[src/rtl/piso_pkg.sv]
// Shared types for the parallel-in/serial-out transmitter: FSM encoding and gap counter width.
package piso_pkg;

  typedef enum logic [1:0] {
    IDLE  = 2'd0,
    SHIFT = 2'd1,
    GAP   = 2'd2
  } state_e;

  localparam int GAP_CW = 4;

endpackage

[src/rtl/piso_serializer.sv]
// Parallel word in over valid/ready, one registered bit per clock out; first bit the cycle after accept.
// load_ready is a function of state/counter only; back-to-back words without bubble when GAP_CYCLES==0.
module piso_serializer
  import piso_pkg::*;
#(
  parameter int WIDTH      = 8,
  parameter bit MSB_FIRST  = 1'b1,
  parameter int GAP_CYCLES = 0
) (
  input  logic             clk,
  input  logic             rst,
  input  logic [WIDTH-1:0] load_data,
  input  logic             load_valid,
  output logic             load_ready,
  output logic             sdo,
  output logic             sdo_valid,
  output logic             sof,
  output logic             eof,
  output logic             busy
);

  localparam int CW = $clog2(WIDTH);
  localparam logic [CW-1:0] BIT_LAST   = CW'(WIDTH - 1);
  localparam logic [CW-1:0] BIT_PENULT = CW'(WIDTH - 2);
  // The IDLE cycle that re-accepts counts as the final idle cycle, so GAP lasts GAP_CYCLES-1.
  localparam logic [GAP_CW-1:0] GAP_LAST = GAP_CW'((GAP_CYCLES >= 2) ? GAP_CYCLES - 2 : 0);

  state_e             state_q, state_d;
  logic [WIDTH-1:0]   shreg_q, shreg_d;
  logic [CW-1:0]      bit_cnt_q, bit_cnt_d;
  logic [GAP_CW-1:0]  gap_cnt_q, gap_cnt_d;
  logic               sdo_q, sdo_d;
  logic               sdo_valid_q, sdo_valid_d;
  logic               sof_q, sof_d;
  logic               eof_q, eof_d;
  logic               last_bit;
  logic               accept;

  function automatic logic head_bit(input logic [WIDTH-1:0] w);
    return MSB_FIRST ? w[WIDTH-1] : w[0];
  endfunction

  function automatic logic [WIDTH-1:0] shift_word(input logic [WIDTH-1:0] w);
    return MSB_FIRST ? {w[WIDTH-2:0], 1'b0} : {1'b0, w[WIDTH-1:1]};
  endfunction

  always_comb begin
    last_bit   = (state_q == SHIFT) && (bit_cnt_q == BIT_LAST);
    load_ready = (state_q == IDLE) || (last_bit && (GAP_CYCLES == 0));
    accept     = load_valid && load_ready;

    state_d     = state_q;
    shreg_d     = shreg_q;
    bit_cnt_d   = bit_cnt_q;
    gap_cnt_d   = gap_cnt_q;
    sdo_d       = 1'b0;
    sdo_valid_d = 1'b0;
    sof_d       = 1'b0;
    eof_d       = 1'b0;

    if (accept) begin
      state_d     = SHIFT;
      shreg_d     = shift_word(load_data);
      bit_cnt_d   = '0;
      sdo_d       = head_bit(load_data);
      sdo_valid_d = 1'b1;
      sof_d       = 1'b1;
    end else begin
      case (state_q)
        IDLE: ;
        SHIFT: begin
          if (!last_bit) begin
            sdo_d       = head_bit(shreg_q);
            shreg_d     = shift_word(shreg_q);
            sdo_valid_d = 1'b1;
            eof_d       = (bit_cnt_q == BIT_PENULT);
            bit_cnt_d   = bit_cnt_q + 1'b1;
          end else begin
            shreg_d   = '0;
            bit_cnt_d = '0;
            gap_cnt_d = '0;
            state_d   = (GAP_CYCLES >= 2) ? GAP : IDLE;
          end
        end
        GAP: begin
          if (gap_cnt_q == GAP_LAST) begin
            state_d   = IDLE;
            gap_cnt_d = '0;
          end else begin
            gap_cnt_d = gap_cnt_q + 1'b1;
          end
        end
        default: state_d = IDLE;
      endcase
    end
  end

  always_ff @(posedge clk) begin
    if (!rst) begin
      state_q     <= IDLE;
      shreg_q     <= '0;
      bit_cnt_q   <= '0;
      gap_cnt_q   <= '0;
      sdo_q       <= 1'b0;
      sdo_valid_q <= 1'b0;
      sof_q       <= 1'b0;
      eof_q       <= 1'b0;
    end else begin
      state_q     <= state_d;
      shreg_q     <= shreg_d;
      bit_cnt_q   <= bit_cnt_d;
      gap_cnt_q   <= gap_cnt_d;
      sdo_q       <= sdo_d;
      sdo_valid_q <= sdo_valid_d;
      sof_q       <= sof_d;
      eof_q       <= eof_d;
    end
  end

  assign sdo       = sdo_q;
  assign sdo_valid = sdo_valid_q;
  assign sof       = sof_q;
  assign eof       = eof_q;
  assign busy      = (state_q != IDLE);

endmodule
[config.mk]
export PLATFORM = sky130hd
export DESIGN_NAME = piso_serializer
export DESIGN_NICKNAME = d
export VERILOG_FILES = /design/src/rtl/piso_pkg.sv /design/src/rtl/piso_serializer.sv
export SDC_FILE = /design/constraint.sdc
export NUM_CORES = 1
export LEC_CHECK = 0
export BUFFER_PORTS_ARGS = -buffer_cell sky130_fd_sc_hd__buf_2
export CAP_MARGIN = 25
export CORE_MARGIN = 5
export CORE_UTILIZATION = 25
export CTS_CLUSTER_SIZE = 12
export DETAILED_ROUTE_END_ITERATION = 16
export HOLD_SLACK_MARGIN = 0.08
export PLACE_DENSITY = 0.52
export SLEW_MARGIN = 5
export SYNTH_ARGS = -nofsm -noshare
export SYNTH_HDL_FRONTEND = slang
export SYNTH_SLANG_ARGS = --single-unit
[constraint.sdc]
create_clock -name clk -period 1.4 [get_ports clk]
set_input_delay 0.07 -clock clk [delete_from_list [all_inputs] [get_ports clk]]
set_output_delay 0.07 -clock clk [all_outputs]
set_load 0.005 [all_outputs]
## Word level (Yosys, flattened, before mapping)

Index checks and enable logic that the tools add are counted.

| operators by class | value |
|---|---|
| shifts and indexed selects | 0 |
| $lt $le $gt $ge | 0 |
| equal/unequal tests | 9 |
| multiplexer cells | 18 |
| bitwise gates (word level) | 4 |
| add/subtract/negate cells | 2 |
| reduce and logical (&&, ||, !) cells | 13 |
| div/mod/pow operators | 0 |
| multiply operators | 0 |

Operators with widths:

| kind | count |
|---|---|
| 8-bit two-way mux | 3 |
| 3-bit AND reduction | 3 |
| 1-bit two-way mux | 8 |
| 4-bit two-way mux | 2 |
| 4-bit case mux with 2 select lines | 1 |
| 3-bit == test, second input constant | 2 |
| 2-bit inequality test, second input constant | 3 |
| 3-bit inequality test, second input constant | 2 |
| 2-bit case mux with 3 select lines | 1 |
| 2-bit nonzero test | 3 |
| 4-bit by 1-bit adder with 4-bit output, second input constant | 1 |
| 4-bit zero test | 1 |
| 2-bit two-way mux | 2 |
| 1-bit inverter | 4 |
| 4-bit OR reduction | 1 |
| 3-bit by 1-bit adder with 3-bit output, second input constant | 1 |
| 3-bit two-way mux | 1 |
| 2-bit by 1-bit == test with 1-bit output, second input constant | 1 |
| 2-bit == test, second input constant | 1 |
| 1-bit logical AND | 2 |
| 2-bit zero test | 1 |
| 2-bit OR reduction | 1 |
| 1-bit logical OR | 1 |

| storage, ports and cells | value |
|---|---|
| input port bits | 11 |
| latch bits | 0 |
| flip-flop bits (word level) | 21 |
| ROM bits | 0 |
| memories kept | 0 |
| memory bits (writable) | 0 |
| output and inout bits | 6 |

## Depth between registers and ports, before layout

Gate-level depths: netlist (run 1).

| logic depth | value |
|---|---|
| depth in word-level cells | 6 |
| mapped depth | 7 |
| gate-level depth less buffers | 6 |

## Worst setup path after synthesis (run 1)

No wires, ideal clock.

| timing | value |
|---|---|
| kind | flip-flop to flip-flop |
| from | reg bit_cnt_q[0] |
| to | reg sof_q, in the netlist sof |
| stages on the path, launching flop included | 7 |
| arrival time | 1.192 ns |
| slack | 0.092 ns |
| library setup time | 0.115 ns |
| clock period less this slack | 1.308 ns |
| data required time | 1.285 ns |
| cells stage by stage | dfxtp_1 > ha_1 > ha_1 > buf_4 > nor2b_4 > inv_1 > and3_1 |

| between the ends | value |
|---|---|
| cells in the longest elaborated chain, start to end | 5 |

Ends and longest elaborated chain:

| element | line | source |
|---|---|---|
| start, declared | piso_serializer.sv:30 | `logic [CW-1:0] bit_cnt_q, bit_cnt_d;` |
| start signal, assigned | piso_serializer.sv:111 | `bit_cnt_q <= bit_cnt_d;` |
| 3-bit == test | piso_serializer.sv:48 | `last_bit = (state_q == SHIFT) && (bit_cnt_q == BIT_LAST);` |
| 1-bit logical AND | piso_serializer.sv:48 |  |
| 1-bit logical OR | piso_serializer.sv:49 | `load_ready = (state_q == IDLE) \|\| (last_bit && (GAP_CYCLES == 0));` |
| via load_ready | piso_serializer.sv:14 | `output logic load_ready,` |
| 1-bit logical AND | piso_serializer.sv:50 | `accept = load_valid && load_ready;` |
| 1-bit two-way mux | piso_serializer.sv:61 | `if (accept) begin` |
| end signal, assigned | piso_serializer.sv:106 | `sof_q <= 1'b0;` |
| end signal, assigned | piso_serializer.sv:115 | `sof_q <= sof_d;` |
| end, declared | piso_serializer.sv:34 | `logic sof_q, sof_d;` |

The timed path passes the listed nets, and every way through them passes these cells.
A chain may end at the register's enable or synchronous reset.

## Worst setup path after layout (run 1)

| timing | value |
|---|---|
| from | reg bit_cnt_q[1] |
| to | out load_ready |

| between the ends | value |
|---|---|
| cells in the longest elaborated chain, start to end | 3 |

Ends and longest elaborated chain:

| element | line |
|---|---|
| 3-bit == test | piso_serializer.sv:48 |
| 1-bit logical AND | piso_serializer.sv:48 |
| 1-bit logical OR | piso_serializer.sv:49 |
| end, declared | piso_serializer.sv:14 |

Every way passes these cells.

==> results of run 1 <==
## sequential cells by signal (all words and copies together), names as in the netlist
register	cells
shreg_q	7
state_q	1
sof	1
sdo_valid	1
eof	1
bit_cnt_q	3
sdo	1
## per-stage QoR
stage,setup WS (ns),util
floorplan,0.0924,-
global placement,0.120,0.300
detailed placement,0.0846,0.300
CTS,0.0114,0.319
global route,0.0115,0.341
finish,0.0713,0.341
## cell type report
class | instances | area, um^2 | area share
clock buffers | 4 | 26.3 | 0.0277
inverters | 8 | 30.0 | 0.0316
multi-input cells | 50 | 387 | 0.407
flip-flops and latches | 15 | 303 | 0.319
well taps | 31 | 38.8 | 0.0408
repair buffers | 26 | 165 | 0.174
## report_power, final
part / total (uW) / internal (uW) / switching, uW / leakage, uW
clock network: 251 / 111 / 141 / 0.0000150
logic: 149 / 77.0 / 72.4 / 0.000299
registers: 468 / 453 / 15.6 / 0.000124
total: 869 / 640 / 229 / 0.000439
## worst paths after layout
check / end / slack (ns) / cells after the start
max: load_ready / 0.07 / 5
min: shreg_q[6] / 0.11 / 3
max reg2reg: shreg_q[3] / 0.11 / 7
min reg2reg: sdo / 0.48 / 2
## critical path, delay by kind of cell, from the launching register on
kind	cells	cell delay, ns
and+or+nand+nor	1	0.13
buffers and inverters	2	0.18
DFF	1	0.35
adders and majority gates	2	0.32
## logic make-up after synthesis
group	share of synthesized area
compound gates	0.274
buf+inv	0.113
flops	0.412
simple gates	0.122
fa+ha+maj	0.0515
mux	0.0274
## cells in the final DEF, fill, tap and decap left out, types with 3 or more instances in the layout
cell type	count
dfxtp_1	13
nand3_1	3
a21o_1	6
a21oi_1	9
buf_4	7
buf_2	16
a32oi_1	4
inv_1	7
clkbuf_4	3
o21ai_1	7
## per-layer routing
metal  wire length [um]  vias to the layer above  global-route usage  share of wire
met5                  0                        -                   0              0
met4                 10                        0              0.0156         0.0059
met3                102                        2              0.0385          0.060
met2                786                       14               0.137           0.46
met1                794                      301              0.0977           0.47
li1                   -                      326                   -              -
## repair_timing
action | 4_1_cts | 5_1_grt
resized for setup | 3 | 8
pin swaps | 0 | 1
setup endpoints to repair | 1 | 7
endpoints found under the hold margin | 1 | 0
buffers inserted | 2 | 2
hold buffers | 1 | 0
==> results.yml, run 1 <==
critical_path:
  crit_arrival_ns: 1.26
  worstSetupPathType: "flip-flop to output port"
  cp_cell_sequence: "ha_4 > ha_4 > nor2b_4 > inv_2 > buf_2"
  worst_ep_required_time_ns: 1.33
  critPathCaptureType: "output port"
  r2r-start: "bit_cnt_q[1]"
  critPathMaxStageDelay_ns: 0.35
  startpoint: "bit_cnt_q[1]"
  crit_top_cell: "ha_4"
  critical_path.max_fanout: 4
  cp_slowest_cell: "dfxtp_2"
  critPathLaunchType: "flip-flop"
yosys:
  synth.avg_cell_area_um2: 9.12
  synthArstFlopShare: 0
  synth_area_leaders: "dfxtp_1, a32oi_1, a21oi_1, a21o_1, ha_1"
  netlist_area_um2: 729
  ys.flop_type: "dfxtp_1"
  ys_ff_latch: 15
  ys_seq_area_frac: 0.412
  synth_top_area_cell: "dfxtp_1"
  syn_inst: 80
  synth_edf_count: 0
  synth_top_cell_area_share: 0.412
  yosysMostFrequentCell: "dfxtp_1"
  synth_nets: 94
  synth.distinct_cells: 22
  yosys_warnings: 0
  yosys-top-cells-count: "dfxtp_1, a21oi_1, inv_1"
global_route:
  grt_pass1_vias: 622
  antenna_found_initial: 0
  grt_pass1_wl_um: 2690
  grt_usage: 0.0826
  grt_max_degree: 16
  grt-ovfl-total: 0
sta:
  finalSetupViolCount: 0
  worst_pin_slew_ns: 0.276
  rsz0062_at_grt: "no"
  fin_crit_sh: 0.949
  clock.fmax_ghz: 0.753
  hold_violations: 0
  finalClockSkew_ns: 0.000691
  slew_headroom: 0.816
  holdWs_ns: 0.106
  period_needed_ns: 1.33
  setup-tns-final_ns: 0
  drv_slew: 0
final_layout:
  fillers: 300
  final_cell_area_um2: 950
  insertedDiodeCount: 0
  nNetsFinal: 118
  drive_gt1_frac: 0.350
  final-instance-count-excl-fill: 134
  area_growth_pct: 30.2
drt:
  drc: 0
  routed_wl_um: 1700
  drt_first_pass_iters: 4
  ant_nets: 0
  avgViaCountPerCell: 4.80
  detail_route.wl_per_cell_um: 12.6
  route.vias.total: 643
  first_iter_violations: 5
power_and_ir_drop:
  p_per_area_nw_per_um2: 915
  total_power_uw: 869
  peakVddDrop_mv: 0.604
  power.leakage_uw: 0.000439
placed_design:
  placed_cell_area_um2: 833
  dpl.hpwl_um: 1210
  port_buffers: 16
  gp_congestion: 0.722
  dp_cells: 125
cts:
  clk_latency_ns: 0.28
  cts_buffers: 3
  clk_pin_slew_ns: 0.09
  clock-sinks: 15
  cts_tree: "yes"
  cts-root-buf: "clkbuf_4"
  clk_path_buf_depth: 2
  htree_num_levels: 1
floorplanning:
  die_w_um: 64.0
  die-area_um2: 4100
  dieHeight_um: 64.0
  core_um2: 2780
  num_rows: 19
  start_util: 0.262
  ios: 17
worst_hold_path:
  holdCritStartpoint: "load_data[5]"
  hold_class: "input port to flip-flop"
run:
  max_cap_violations: 0
outcome:
  outcome: "finished clean"
Power figures use the tool's default switching activity.
==> inputs of run 2 (changes only) <==
--- a/config.mk
+++ b/config.mk
@@ -9,10 +9,10 @@
 export CAP_MARGIN = 25
 export CORE_MARGIN = 5
 export CORE_UTILIZATION = 25
-export CTS_CLUSTER_SIZE = 12
+export CTS_CLUSTER_SIZE = 8
 export DETAILED_ROUTE_END_ITERATION = 16
 export HOLD_SLACK_MARGIN = 0.08
-export PLACE_DENSITY = 0.52
+export PLACE_DENSITY = 0.43
 export SLEW_MARGIN = 5
 export SYNTH_ARGS = -nofsm -noshare
 export SYNTH_HDL_FRONTEND = slang
==> run 2 against run 1 <==
Compared with the run above: sequential power hardly changed; worst hold slack better by 0.0016 ns; fmax is 1.8% higher; largest power group unchanged; die area stayed put; clock-buffer cell count stayed put; flip-flop and latch count stayed put; sequential share of layout area is 0.54 points lower; largest cell class unchanged; clock power is 2% higher; clock skew hardly changed; core utilization is 0.58 points higher; global-route usage is 0.32 points higher.
==> results.yml, run 2 (synthesized netlist as in run 1, its figures left out) <==
global_route:
  antenna_found_initial: 0
  grt-ovfl-total: 0
  grt_usage: 0.0857
  grt_max_degree: 16
  grt_pass1_wl_um: 2790
  grt_pass1_vias: 638
sta:
  slew_headroom: 0.832
  holdWs_ns: 0.107
  setup-tns-final_ns: 0
  hold_violations: 0
  rsz0062_at_grt: "no"
  fin_crit_sh: 0.932
  finalClockSkew_ns: 0.000646
  drv_slew: 0
  finalSetupViolCount: 0
  setup_slack_ns: 0.0954
  clock.fmax_ghz: 0.767
  worst_pin_slew_ns: 0.253
  period_needed_ns: 1.30
drt:
  detail_route.wl_per_cell_um: 12.7
  first_iter_violations: 16
  drc: 0
  avgViaCountPerCell: 4.79
  drt_first_pass_iters: 4
  ant_nets: 0
  routed_wl_um: 1700
  route.vias.total: 642
critical_path:
  worstSetupPathType: "flip-flop to output port"
  ff2ff_path_depth: 7
  cp_slowest_cell: "dfxtp_2"
  critical_path.max_fanout: 3
  startpoint: "bit_cnt_q[1]"
  crit_top_cell: "ha_4"
  critPathLaunchType: "flip-flop"
  r2r-start: "bit_cnt_q[1]"
  critPathBufInv: 2
  cpLargestDelayFamily: "flip-flops"
  critPathCaptureType: "output port"
  critPathMaxStageDelay_ns: 0.35
  path_depth: 5
  worst_ep_required_time_ns: 1.33
  rrSetupSlack_ns: 0.11
  cp_cell_sequence: "ha_4 > ha_4 > nor2b_4 > inv_2 > buf_2"
  regToRegEndpoint: "shreg_q[6]"
  crit_arrival_ns: 1.23
final_layout:
  reg_top3: "shreg_q (7), bit_cnt_q (3)"
  nNetsFinal: 118
  insertedDiodeCount: 0
  layout_commonest_cell: "buf_2"
  drive_gt1_frac: 0.359
  area_growth_pct: 32.4
  largest_reg_flops: 7
  top_register: "shreg_q"
  final_cell_mix: "buf_2, dfxtp_1, a21oi_1"
cts:
  clk_pin_slew_ns: 0.09
  clock-sinks: 15
  cts-root-buf: "clkbuf_4"
  htree_num_levels: 1
  clk_latency_ns: 0.28
  cts_tree: "yes"
  cts_buffers: 3
  clk_path_buf_depth: 2
power_and_ir_drop:
  peakVddDrop_mv: 0.896
  power.leakage_uw: 0.000445
  p_per_area_nw_per_um2: 908
floorplanning:
  start_util: 0.262
  die_w_um: 64.0
  die-area_um2: 4100
  ios: 17
  core_um2: 2780
  dieHeight_um: 64.0
  num_rows: 19
worst_hold_path:
  holdCritStartpoint: "load_data[4]"
  min_to: "shreg_q[5]"
  min_path_cells: 3
  hold_class: "input port to flip-flop"
placed_design:
  dpl.hpwl_um: 1140
  gp_congestion: 0.699
  port_buffers: 16
  dp_slack_ns: 0.0426
run:
  max_cap_violations: 0
outcome:
  outcome: "finished clean"
-- run 2: cell type report --
class,instances,area [um^2]
clock buffers,4,26.3
flip-flops and latches,15,303
well taps,31,38.8
fillers,293,1820
repair buffers,26,174
inverters,8,30.0
multi-input cells,50,394
-- run 2: worst max path at each step --
stage	end	slack, ns
6_report	load_ready	0.1
5_1_grt	shreg_q[6]	0.006
4_1_cts	load_ready	0.005
3_5_place_dp	bit_cnt_q[0]	0.04
3_3_place_gp	bit_cnt_q[0]	0.09
2_1_floorplan	sof	0.09
-- run 2: what timing repair did --
item	CTS	global route
hold buffers	1	0
pin swaps	0	1
hold endpoints to repair	1	0
setup endpoints to repair	1	8
setup buffers	2	3
resized for setup	3	8
-- run 2: through the flow --
step	utilization	cell area (um^2)	instances	total power, uW
2_1_floorplan	-	729	80	562
3_3_place_gp	0.301	838	124	607
3_5_place_dp	0.301	838	124	608
4_1_cts	0.321	893	131	878
5_1_grt	0.347	966	134	939
6_report	0.347	966	134	877
-- run 2: routing by layer --
layer	share of wire	global-route usage
met4	0.0076	0.0234
met2	0.47	0.131
met5	0	0
met1	0.45	0.107
met3	0.078	0.0420
-- run 2: worst min-delay path, stage by stage --
cell     delay [ns]
buf_2          0.09
a32oi_1        0.09
a21oi_1        0.11
-- run 2: power by group --
group	internal (uW)	total, uW	switching, uW
Clock	111	255	144
Sequential	453	468	15.7
Combinational	81.1	154	72.8
